$ cat config.mk
export PLATFORM = sky130hd
export DESIGN_NAME = rr_mux8_arbiter
export DESIGN_NICKNAME = d
export VERILOG_FILES = /design/src/rtl/rr_mux8_arbiter.sv
export SDC_FILE = /design/constraint.sdc
export NUM_CORES = 1
export LEC_CHECK = 0
export CORE_MARGIN = 3
export CORE_UTILIZATION = 40
export CTS_CLUSTER_DIAMETER = 60
export CTS_CLUSTER_SIZE = 24
export DETAILED_ROUTE_END_ITERATION = 10
export DONT_BUFFER_PORTS = 1
export HOLD_SLACK_MARGIN = 0.03
export PLACE_DENSITY = 0.59
export REMOVE_ABC_BUFFERS = 1
export SYNTH_ARGS = -nofsm -noshare
export SYNTH_HDL_FRONTEND = slang
export SYNTH_SLANG_ARGS = --single-unit
$ cat constraint.sdc
create_clock -name clk -period 4.1 [get_ports clk]
set_input_delay 0.82 -clock clk [delete_from_list [all_inputs] [get_ports clk]]
set_output_delay 0.82 -clock clk [all_outputs]
set_load 0.02 [all_outputs]
$ cat src/rtl/rr_mux8_arbiter.sv
// rr_mux8_arbiter: round-robin burst arbiter driving mux8x1 selects and a one-hot grant.
module rr_mux8_arbiter #(
    parameter int MAX_BURST = 4,
    parameter int CW        = 3
) (
    input  logic       clk,
    input  logic       rst_n,
    input  logic [7:0] req,
    input  logic       out_ready,
    output logic [7:0] gnt,
    output logic       s0,
    output logic       s1,
    output logic       s2,
    output logic       out_valid,
    output logic [2:0] idx
);
    typedef enum logic [1:0] {IDLE, BUSY, TURN} state_t;
    localparam logic [CW-1:0] LAST_BEAT = CW'(MAX_BURST == 0 ? 0 : MAX_BURST - 1);
    state_t        state_q, state_d;
    logic [2:0]    last_q, last_d, idx_q, idx_d, win;
    logic [7:0]    gnt_q, gnt_d;
    logic          vld_q, vld_d, found, beat, cap;
    logic [CW-1:0] bcnt_q, bcnt_d;
    always_ff @(posedge clk or negedge rst_n) begin
        if (!rst_n) begin
            state_q <= IDLE;
            last_q  <= 3'd7;
            idx_q   <= '0;
            gnt_q   <= '0;
            vld_q   <= 1'b0;
            bcnt_q  <= '0;
        end else begin
            state_q <= state_d;
            last_q  <= last_d;
            idx_q   <= idx_d;
            gnt_q   <= gnt_d;
            vld_q   <= vld_d;
            bcnt_q  <= bcnt_d;
        end
    end
    // first requester after the previous owner, wrapping mod 8
    always_comb begin
        win   = '0;
        found = 1'b0;
        for (int k = 1; k <= 8; k++) begin
            if (!found && req[last_q + 3'(k)]) begin
                found = 1'b1;
                win   = last_q + 3'(k);
            end
        end
    end
    assign beat = vld_q & out_ready;
    assign cap  = (MAX_BURST != 0) && (bcnt_q == LAST_BEAT);
    always_comb begin
        state_d = state_q;
        last_d  = last_q;
        idx_d   = idx_q;
        gnt_d   = gnt_q;
        vld_d   = vld_q;
        bcnt_d  = bcnt_q;
        case (state_q)
            IDLE: begin
                if (|req) begin
                    state_d = BUSY;
                    gnt_d   = 8'd1 << win;
                    idx_d   = win;
                    vld_d   = 1'b1;
                    bcnt_d  = '0;
                end else begin
                    idx_d  = '0;
                    bcnt_d = '0;
                end
            end
            BUSY: begin
                if (!req[idx_q] || (beat && cap && |(req & ~gnt_q))) begin
                    state_d = TURN;
                    last_d  = idx_q;
                    gnt_d   = '0;
                    vld_d   = 1'b0;
                end else if (beat) begin
                    bcnt_d = cap ? '0 : bcnt_q + 1'b1;
                end
            end
            default: state_d = IDLE;
        endcase
    end
    always_comb begin
        gnt          = gnt_q;
        idx          = idx_q;
        {s0, s1, s2} = idx_q;
        out_valid    = vld_q;
    end
endmodule

==> reports/results.txt <==
Synth area leader: dfrtp_1
Crit path depth: 9
ANT cells: 0
Unrepaired setup endpoints after global routing: false
Count of cell types in the netlist: 56
Core Area: 4530 um^2
Non-Filler Instances: 243
Grt ovf: 0
CTS buffer count: 3
Height of the die: 76.0 um
Area grow syn2layout: 2.23%
Core Util, Final: 44.2%
Vias: 1585
Synth Area per Inst: 10.4 um^2
Synth Area in Simple Gates: 13.1%
Share of the synthesized area in the top cell type: 21.7%
GRT Total Usage: 16.9%
Slowest cell delay on critical path: 0.74 ns
Total Wirelength: 4730 um
Post-Syn Instances: 189
Initial core utilization: 43.2%
Most common cell after layout, fill and taps aside: dfrtp_1
Clk_lat worst skew: 0.26 ns
Layout cell share with drive strength beyond 1: 23.6%
Commonest cells after routing, fill and taps aside: dfrtp_1 (17), nand2_1 (13), mux4_2 (13), mux2i_1 (13), inv_1 (11)
EDFF count, synth: 0
CP max stage cell: ha_1
Hold buffers post-CTS: 0
First-pass GRT wire length: 8140 um
Fillers: 419
Pre-Repair DR Iteration Count: 4
Sequential area share after synthesis: 25.7%
Main combinational cell family by area after synthesis: multiplexers
Post-Synth Adder-Cell Area: 1.91%
Async SR Flop Fraction: 100%
Setup Fix Bufs, Post-CTS: 0
Fin nets: 193
Max Freq: 274 MHz
Initial antenna violation count: 0
Cell family with most CP delay: multiplexers
Synth Area in Compound Gates: 20.4%
Die area: 5780 um^2
HP Class: in2async
#FFs+latches synth: 20
Cells along the critical path: clkinv_1, ha_1, mux2i_1, mux4_2, mux2_1, o31ai_1, a22oi_1, o211a_2, o32ai_1
Largest net degree at the start of global routing: 21
Main synth FF type: dfrtp_1
Placed Cells incl. Taps: 239
IO Pins: 26
Max_slew headroom: 62.3%
Crit end category: flop
Residual DRC: 0
Proportion of synthesized area in mux cells: 29.0%
Via density: 6.52
Clock Sinks: 20
Crit Path Category: reg2reg
Max-slew violation count: 0
Outcome: finished clean
Clock buffer depth: 2
CP Buf/Inv Count: 1
Final HPWL DP: 3500 um
Tightest Pin Transition: 0.565 ns
CP arrival: 3.82 ns
Std cell rows: 24
Vias in the first global route: 1635
Root buffer cell: clkbuf_8
Port bufs: 0
ANT nets after route: 0
Critical Path RT: 4.26 ns
Fin Clk Skew: 0.00921 ns
Detailed-route wire length per cell: 19.5 um
Crit path time final: 3.65 ns
XOR/XNOR share of the synthesized area: 2.17%
Crit Path Max Fanout: 12
Yosys warnings: 0
CTS tree: built
Final setup viols: 0
Die X-Extent: 76.0 um
Post-CTS resize count: 0
Area contributors post-synth: dfrtp_1 (22%), mux4_2 (15%), mux2i_1 (6.6%)
Final Hold Viols: 0
Clock-pin slew on the worst setup and hold paths: 0.08 ns
Gpl congestion: 0.850
Critical Path Start Type: flop
Max-Cap Viols: 0
Fin crit share: 89.1%
Post-Syn Area: 1960 um^2
Htree depth: 1
DR iter-0 viols: 122
Cells on worst reg2reg path: 9
Setup TNS: 0 ns
-- per-layer routing --
metal,track usage (%),routed length (um)
met4,3.62,59
met1,22.1,2090
met3,4.85,318
met2,27.9,2260
met5,0,0
-- final timing paths --
path                                 from   endpoint  slack (ns)
worst min-delay path                rst_n     gnt[6]        0.24
max in group asynchronous           rst_n  last_q[1]        3.67
min in group clk                bcnt_q[2]  bcnt_q[2]        0.50
worst min register to register  bcnt_q[2]  bcnt_q[2]        0.50
worst max register to register  last_q[0]     gnt[6]        0.45
worst max-delay path            last_q[0]     gnt[6]        0.45
-- cell usage after synthesis, drive strengths merged (2+ instances only) --
master and n:
ha 3, a211oi 2, o21ai 10, mux4 14, dfrtp 17, clkbuf 6
nor3 4, nand2 13, a22oi 5, nor4 3, o221ai 3, buf 12
nor2b 2, mux2 10, nor3b 2, a21oi 4, mux2i 13, nand2b 6
nor2 3, xnor2 3, inv 11, o32ai 8, and2 3, o21a 2
nand3 5, o31ai 3, dfstp 3
-- stage by stage --
step,worst slack [ns],area (um^2),hold slack (ns)
5_1_grt,0.199,2000,0.231
2_1_floorplan,0.564,1860,0.458
6_report,0.446,2000,0.245
3_3_place_gp,0.683,1960,0.472
4_1_cts,0.476,2000,0.241
3_5_place_dp,0.491,1960,0.479
-- registers in the layout, indices dropped and copies added, names as in the netlist --
register	cells
state_q	2
idx	3
out_valid	1
last_q	3
gnt	8
bcnt_q	3
-- area by class of cell --
class                      instances  area, um^2  area share, %
sequential                        20         504           25.2
inverter                          12        45.0           2.25
timing repair buffer               3        22.5           1.12
multi-input combinational        139        1310           65.2
tap                               65        81.3           4.06
clock buffer                       4        45.0           2.25
-- kinds of logic (layout without fill, tap and decap cells) --
group,after synthesis,after routing
adder cells (fa/ha/maj),3,3
AND/OR/NAND/NOR,45,45
XOR/XNOR,4,4
multiplexers,37,37
flip-flops,20,20
buffers and inverters,30,19
AO/OA/AOI/OAI,50,50
Power is left out: the tool's default activity adds up to more than one toggle a clock period on the data nets, which glitch-free logic cannot reach.
